<file path="src/rtl/alu_arb_pkg.sv">
// Shared types and constants for the two-requester ALU arbiter, its ALU core and bench.
package alu_arb_pkg;

    localparam int unsigned W_DEF       = 4;
    localparam int unsigned OP_W_DEF    = 3;
    localparam int unsigned ALU_LAT_DEF = 2;
    localparam int unsigned CNT_W_DEF   = 8;

    typedef enum logic [1:0] {
        IDLE = 2'd0,
        EXEC = 2'd1,
        RESP = 2'd2
    } state_e;

    // Opcode encodings understood by the ALU core
    localparam logic [2:0] OP_ADD = 3'd0;
    localparam logic [2:0] OP_AND = 3'd1;
    localparam logic [2:0] OP_OR  = 3'd2;
    localparam logic [2:0] OP_XOR = 3'd3;
    localparam logic [2:0] OP_SUB = 3'd4;

endpackage

</file>
<file path="src/rtl/rr_arb2.sv">
// Two-way round-robin grant: a lone request always wins, a tie goes to ptr.
module rr_arb2 (
    input  logic [1:0] req,
    input  logic       ptr,
    output logic [1:0] gnt
);

    always_comb begin
        gnt = 2'b00;
        if (req[0] && (!req[1] || !ptr)) begin
            gnt = 2'b01;
        end else if (req[1]) begin
            gnt = 2'b10;
        end
    end

endmodule

</file>
<file path="src/rtl/alu_req_arbiter.sv">
// Shares one gated ALU between two valid/ready requesters, one transaction in flight.
// Optional per-requester saturating grant counters when ARB_STATS_EN is defined.
module alu_req_arbiter
    import alu_arb_pkg::*;
#(
    parameter int unsigned W       = W_DEF,
    parameter int unsigned OP_W    = OP_W_DEF,
    parameter int unsigned ALU_LAT = ALU_LAT_DEF
`ifdef ARB_STATS_EN
    ,
    parameter int unsigned CNT_W   = CNT_W_DEF
`endif
) (
    input  logic              clk,
    input  logic              rst_n,
    input  logic [1:0]        req_valid,
    output logic [1:0]        req_ready,
    input  logic [2*W-1:0]    req_a,
    input  logic [2*W-1:0]    req_b,
    input  logic [2*OP_W-1:0] req_op,
    output logic [1:0]        rsp_valid,
    input  logic [1:0]        rsp_ready,
    output logic [W-1:0]      rsp_data,
    output logic              alu_en,
    output logic [W-1:0]      alu_a,
    output logic [W-1:0]      alu_b,
    output logic [OP_W-1:0]   alu_op,
    input  logic [W-1:0]      alu_result
`ifdef ARB_STATS_EN
    ,
    output logic [CNT_W-1:0]  grant_cnt0,
    output logic [CNT_W-1:0]  grant_cnt1
`endif
);

    localparam int unsigned CW = (ALU_LAT > 1) ? $clog2(ALU_LAT) : 1;

    state_e        state_q, state_d;
    logic [1:0]    gnt;
    logic          ptr_q;
    logic          id_q;
    logic [CW-1:0] cnt_q;
    logic          req_hs;
    logic          exec_done;
    logic          rsp_hs;

    rr_arb2 u_rr_arb2 (
        .req (req_valid),
        .ptr (ptr_q),
        .gnt (gnt)
    );

    always_ff @(posedge clk) begin
        if (!rst_n) begin
            state_q <= IDLE;
        end else begin
            state_q <= state_d;
        end
    end

    // Next state plus the combinational accept; no grants are offered while in reset
    always_comb begin
        state_d   = state_q;
        req_ready = 2'b00;
        req_hs    = 1'b0;
        exec_done = 1'b0;
        rsp_hs    = 1'b0;
        case (state_q)
            IDLE: begin
                if (rst_n && (gnt != 2'b00)) begin
                    req_ready = gnt;
                    req_hs    = 1'b1;
                    state_d   = EXEC;
                end
            end
            EXEC: begin
                exec_done = (cnt_q == '0);
                if (exec_done) begin
                    state_d = RESP;
                end
            end
            RESP: begin
                rsp_hs = rsp_ready[id_q];
                if (rsp_hs) begin
                    state_d = IDLE;
                end
            end
            default: state_d = IDLE;
        endcase
    end

    // Operand latch, execute window and result capture
    always_ff @(posedge clk) begin
        if (!rst_n) begin
            ptr_q     <= 1'b0;
            id_q      <= 1'b0;
            cnt_q     <= '0;
            alu_en    <= 1'b0;
            alu_a     <= '0;
            alu_b     <= '0;
            alu_op    <= '0;
            rsp_valid <= 2'b00;
            rsp_data  <= '0;
        end else begin
            if (req_hs) begin
                id_q   <= gnt[1];
                ptr_q  <= ~gnt[1];
                cnt_q  <= CW'(ALU_LAT - 1);
                alu_en <= 1'b1;
                alu_a  <= gnt[1] ? req_a[2*W-1:W]       : req_a[W-1:0];
                alu_b  <= gnt[1] ? req_b[2*W-1:W]       : req_b[W-1:0];
                alu_op <= gnt[1] ? req_op[2*OP_W-1:OP_W] : req_op[OP_W-1:0];
            end else if (state_q == EXEC) begin
                if (exec_done) begin
                    alu_en    <= 1'b0;
                    alu_a     <= '0;
                    alu_b     <= '0;
                    alu_op    <= '0;
                    rsp_data  <= alu_result;
                    rsp_valid <= id_q ? 2'b10 : 2'b01;
                end else begin
                    cnt_q <= cnt_q - CW'(1);
                end
            end
            if (rsp_hs) begin
                rsp_valid <= 2'b00;
            end
        end
    end

`ifdef ARB_STATS_EN
    // Saturating grant counters
    always_ff @(posedge clk) begin
        if (!rst_n) begin
            grant_cnt0 <= '0;
            grant_cnt1 <= '0;
        end else if (req_hs) begin
            if (gnt[1]) begin
                if (grant_cnt1 != '1) grant_cnt1 <= grant_cnt1 + CNT_W'(1);
            end else begin
                if (grant_cnt0 != '1) grant_cnt0 <= grant_cnt0 + CNT_W'(1);
            end
        end
    end
`endif

endmodule

</file>
<file path="config.mk">
export PLATFORM = sky130hd
export DESIGN_NAME = alu_req_arbiter
export DESIGN_NICKNAME = d
export VERILOG_FILES = /design/src/rtl/alu_arb_pkg.sv /design/src/rtl/rr_arb2.sv /design/src/rtl/alu_req_arbiter.sv
export SDC_FILE = /design/constraint.sdc
export NUM_CORES = 1
export LEC_CHECK = 0
export ABC_AREA = 1
export CORE_MARGIN = 3
export CORE_UTILIZATION = 46
export CTS_BUF_LIST = sky130_fd_sc_hd__clkbuf_2
export DETAILED_ROUTE_END_ITERATION = 8
export HOLD_SLACK_MARGIN = 0.15
export PLACE_DENSITY = 0.87
export REMOVE_ABC_BUFFERS = 1
export SYNTH_ARGS = -nofsm -noshare
export SYNTH_HDL_FRONTEND = slang
export SYNTH_SLANG_ARGS = --single-unit
</file>
<file path="constraint.sdc">
create_clock -name clk -period 1.6 [get_ports clk]
set_input_delay 0.16 -clock clk [delete_from_list [all_inputs] [get_ports clk]]
set_output_delay 0.16 -clock clk [all_outputs]
set_load 0.02 [all_outputs]
</file>
After elaboration in Yosys (flattened, before gate mapping)
Index checks and enable logic that the tools add are counted.
{ "totals": {"regBits": 23, "inputBits": 32, "out_inout_bits": 20, "wordCells": 67} }
{ "op_classes": {"addsub": 1, "magnitude_cmp": 1, "eq_ne": 6, "mux": 31, "n_bitwise": 4, "n_reduce_logical": 14} }
{ "ops": {"columns": ["op", "count"], "rows": [
  ["two-way mux 4 bit", 6],
  ["two-way mux 2 bit", 8],
  ["two-way mux 1 bit", 12],
  ["two-way mux 3 bit", 4],
  ["inequality test 2 bit (second input constant)", 4],
  ["one-hot mux 2 bit (3 select lines)", 1],
  ["AND reduction 3 bit", 2],
  ["nonzero test 2 bit", 3],
  ["NOT 1 bit", 4],
  ["AND reduction 2 bit", 2],
  ["== test 2 x 1 -> 1 bit (second input constant)", 1],
  ["== test 2 bit (second input constant)", 1],
  ["logical AND 1 bit", 2],
  ["logical NOT 1 bit", 2],
  ["logical NOT 2 bit", 1],
  ["less-than comparator 1 x 2 -> 1 bit (second input constant)", 1],
  ["OR reduction 2 bit", 1],
  ["logical OR 1 bit", 1],
  ["subtractor 1 bit (second input constant)", 1]
]} }

Depth between registers and ports, before layout
{ "logic_depth": {"ltp_word": 10, "depth_mapped": 7, "ltp_nobuf": 7} }

Cells and area by module
From an unflattened synthesis, not the netlist that was laid out.
{ "hier_totals": {"hier_cells": 152, "area_unflattened_um2": 1184.9} }
{ "modules_own_cells": {"columns": ["module", "instances", "cells_per_inst", "area_each_um2", "seq_area_each_um2"], "rows": [
  ["alu_req_arbiter", 1, 148, 1157.4, 460.4],
  ["rr_arb2", 1, 4, 27.5, 0.0]
]} }

Least setup slack after synthesis
OpenSTA, ideal clock, no wires.
{ "synth_timing": {"path_kind": "register to output", "from": "register state_q[1]", "to": "output port req_ready[1]", "t_arrival_ns": 1.002, "required_ns": 1.440, "slack_ns": 0.438, "stages_incl_launch_ff": 7, "n_path_buf": 1, "cell_sequence": "dfxtp_1 -> nor2_4 -> nand2_2 -> nor2_4 -> buf_6 -> nand2_1 -> inv_1"} }
{ "synth_via": {"elab_chain_cells": 2} }
{ "synth_lines": {"columns": ["item", "line_no", "text"], "rows": [
  ["start, declared", "alu_req_arbiter.sv:38", "state_e state_q, state_d;"],
  ["start signal, assigned", "alu_req_arbiter.sv:57", "state_q <= state_d;"],
  ["logical NOT 2 bit", "alu_req_arbiter.sv:68", "case (state_q)"],
  ["two-way mux 2 bit", "alu_req_arbiter.sv:68", null],
  ["end, declared", "alu_req_arbiter.sv:17", "output logic [1:0] req_ready,"]
]} }
No other way between the ends.

Final worst setup path
{ "layout_timing": {"from": "register alu_op[2]", "to": "output port alu_op[2]"} }
{ "layout_rtl": {"columns": ["item", "line_no", "text"], "rows": [
  ["start, declared", "alu_req_arbiter.sv:27", "output logic [OP_W-1:0] alu_op,"],
  ["start signal, assigned", "alu_req_arbiter.sv:112", "alu_op <= gnt[1] ? req_op[2*OP_W-1:OP_W] : req_op[OP_W-1:0];"]
]} }
No word-level cell between the ends.

==> metrics.csv <==
metric,value,unit
number of max-cap violations,0,
HPWL after DPL,2.433,mm
initial antenna violation count,0,
final hold vios,0,
Max Slew Vio Count,0,
vias in the first global route,1212,
Simple-Gate Fraction of Synth Area,0.3358,
Leak Pwr,0.7668,nW
CP peak stage delay,0.61,ns
status,"finished, final reports clean",
maximum root-to-sink buffer count,2,
Final Critical Period,1.490,ns
Yosys reg bits,23,
initial drt markers,43,
GPL Wtd Cong,0.7905,
Post-CTS Setup Repair Bufs,0,
CTS sink count,23,
CTS tree,built,
min setup slack post-route,0.1099,ns
adder-cell share of the synthesized area,0,
full die area,3166,um^2
RSZ-0062 raised after global routing,false,
synth-to-layout area growth,45.75,%
CTS Buf Count,3,
Yosys Warn Count,0,
DP Area,1683,um^2
DP Worst Slack,-0.1825,ns
via count,1226,
main combinational cell family by area after synthesis,simple AND/OR/NAND/NOR gates,
mapped cell area,1162,um^2
Synth Area in XOR/XNOR,0,
pwr dens,831.1,nW/um^2
largest net degree at the start of global routing,20,
fin nets,251,
initial core utilization,0.5060,
Slew HR,0.7638,
CP Capture Type,primary output,
syn avg cell area,7.131,um^2
Worst Tran Pin Value,0.3531,ns
Post-route DRC,0,
share of cells above drive strength 1,0.1193,
IO Port Bufs,51,
total track usage,0.2014,
Worst Path Max Fanout,2,
drt first pass iters,4,
"Data required, critical path",1.44,ns
Die Wd,56.27,um
first-pass GRT wire length,5.119,mm
# rows,17,
"Clk Latency, worst-skew pair",0.32,ns
io pins,52,
skew final,0.004192,ns
period utilization,0.9313,
worst hold path class,primary input to flop,
clk root buf,clkbuf_2,
DRT antenna net count,0,
Peak VDD IR,0.0004708,V
Compound-Gate Fraction of Synth Area,0.09688,
"Design Area, Final",1694,um^2
vias per cell,4.984,
post-synth cell types,20,
"wirelength, routed",3.160,mm
CORE AREA,2297,um^2
"slowest stage cell, crit path",clkdlybuf4s50_1,
"Buf+Inv Stages, Crit Path",1,
Worst setup SP type,flop,
critical path class,flop to primary output,
Routed WL per cell,12.85,um
final hold slack,0.3646,ns
die height,56.27,um
clk slew on worst S/H paths,0.22,ns
CP Data Arrival Time,1.33,ns
share of the yosys chip area belonging to registers,0.3961,
Post-Synthesis Cells,163,
cell family with most CP delay,buffers and inverters,
f_max,671.1,MHz
gr ovfl total,0,
endpoints failing setup,0,
CP cell instances,clkdlybuf4s50_1,
CTS H-tree depth,1,
multiplexer area fraction after synthesis,0,
ANT cells,0,
final timing paths:
path / startpoint / to / slack [ns] / depth (start not counted)
max: alu_op[2]$_SDFFE_PN0P_ / alu_op[2] / 0.11 / 1
min: alu_result[0] / rsp_data[0]$_SDFFE_PN0P_ / 0.36 / 3
max reg2reg: state_q[1]$_SDFFE_PN0P_ / rsp_valid[0]$_SDFFE_PP0P_ / 0.21 / 7
min reg2reg: rsp_data[3]$_SDFFE_PN0P_ / rsp_data[3]$_SDFFE_PN0P_ / 0.48 / 2
cell usage after synthesis:
cell             n  area, um^2
a21oi_1         18       90.09
buf_2            2       10.01
buf_6            3       33.78
buf_8            1       15.01
clkbuf_8         1       13.76
clkinv_2         1       5.000
dfxtp_1         23       460.4
dlymetal6s2s_1   1       12.51
inv_1           29       108.9
nand2_1         30       112.6
nand2_2          2       12.51
nand2_4          1       11.26
nand3_1         34       170.2
nand3_2          2       20.02
nor2_1           6       22.52
nor2_2           3       18.77
nor2_4           2       22.52
o21ai_0          2       10.01
o21ai_1          1       5.000
o31ai_1          1       7.510
power breakdown:
part           internal (W)  total (W)  switching [W]
combinational      0.000235   0.000506       0.000271
clock             0.0000567   0.000230       0.000173
sequential         0.000636   0.000672      0.0000364
total              0.000928    0.00141       0.000480
cell type report:
cell class	count	area, um^2
clock inverters	1	5.005
repair buffers	59	560.5
clock buffers	3	15.01
multi-input cells	102	503.0
inverters	30	113.9
well taps	28	35.03
flip-flops and latches	23	461.7
fillers	189	603.1
metrics by stage:
step                        util  total power, W  TNS (ns)  cells
after CTS                 0.7418        0.001410         0    246
final                     0.7375        0.001408         0    246
after global routing      0.7375        0.001478         0    246
after floorplan                -       0.0009378         0    155
after detailed placement  0.7326        0.001193   -0.3219    242
after global placement    0.7326        0.001172   -0.2538    242
what timing repair did:
action / in CTS / in global routing
pin swaps: 0 / 0
hold endpoints to repair: 0 / 0
endpoints found under the setup margin: 2 / 2
hold buffers: 0 / 0
resized for setup: 5 / 3
registers in the layout, indices dropped and copies added, names as in the netlist:
name / count
rsp_valid: 2
rsp_data: 4
ptr_q: 1
state_q: 2
alu_op: 3
alu_en: 1
alu_a: 4
alu_b: 4
cnt_q: 1
id_q: 1
logic make-up after synthesis:
group | count (synthesis)
simple gates | 80
flops | 23
compound gates | 22
buf+inv | 38
layout by cell type (no fill, tap or decap), drive strengths merged:
| master | n |
|---|---|
| clkdlybuf4s50 | 49 |
| nand3 | 36 |
| nand2 | 33 |
| inv | 29 |
| dfxtp | 23 |
| a21oi | 18 |
| nor2 | 11 |
| buf | 9 |
| clkbuf | 4 |
| o21ai | 3 |
| clkinv | 2 |
| o31ai | 1 |
routing by layer:
metal  wire, um  up-vias  track usage
met1       1234      568       0.2211
li1           -      628            -
met3        118        2      0.02989
met5          0        -            0
met2       1784       28       0.3940
met4         22        0      0.05424
Power figures use the tool's default switching activity.
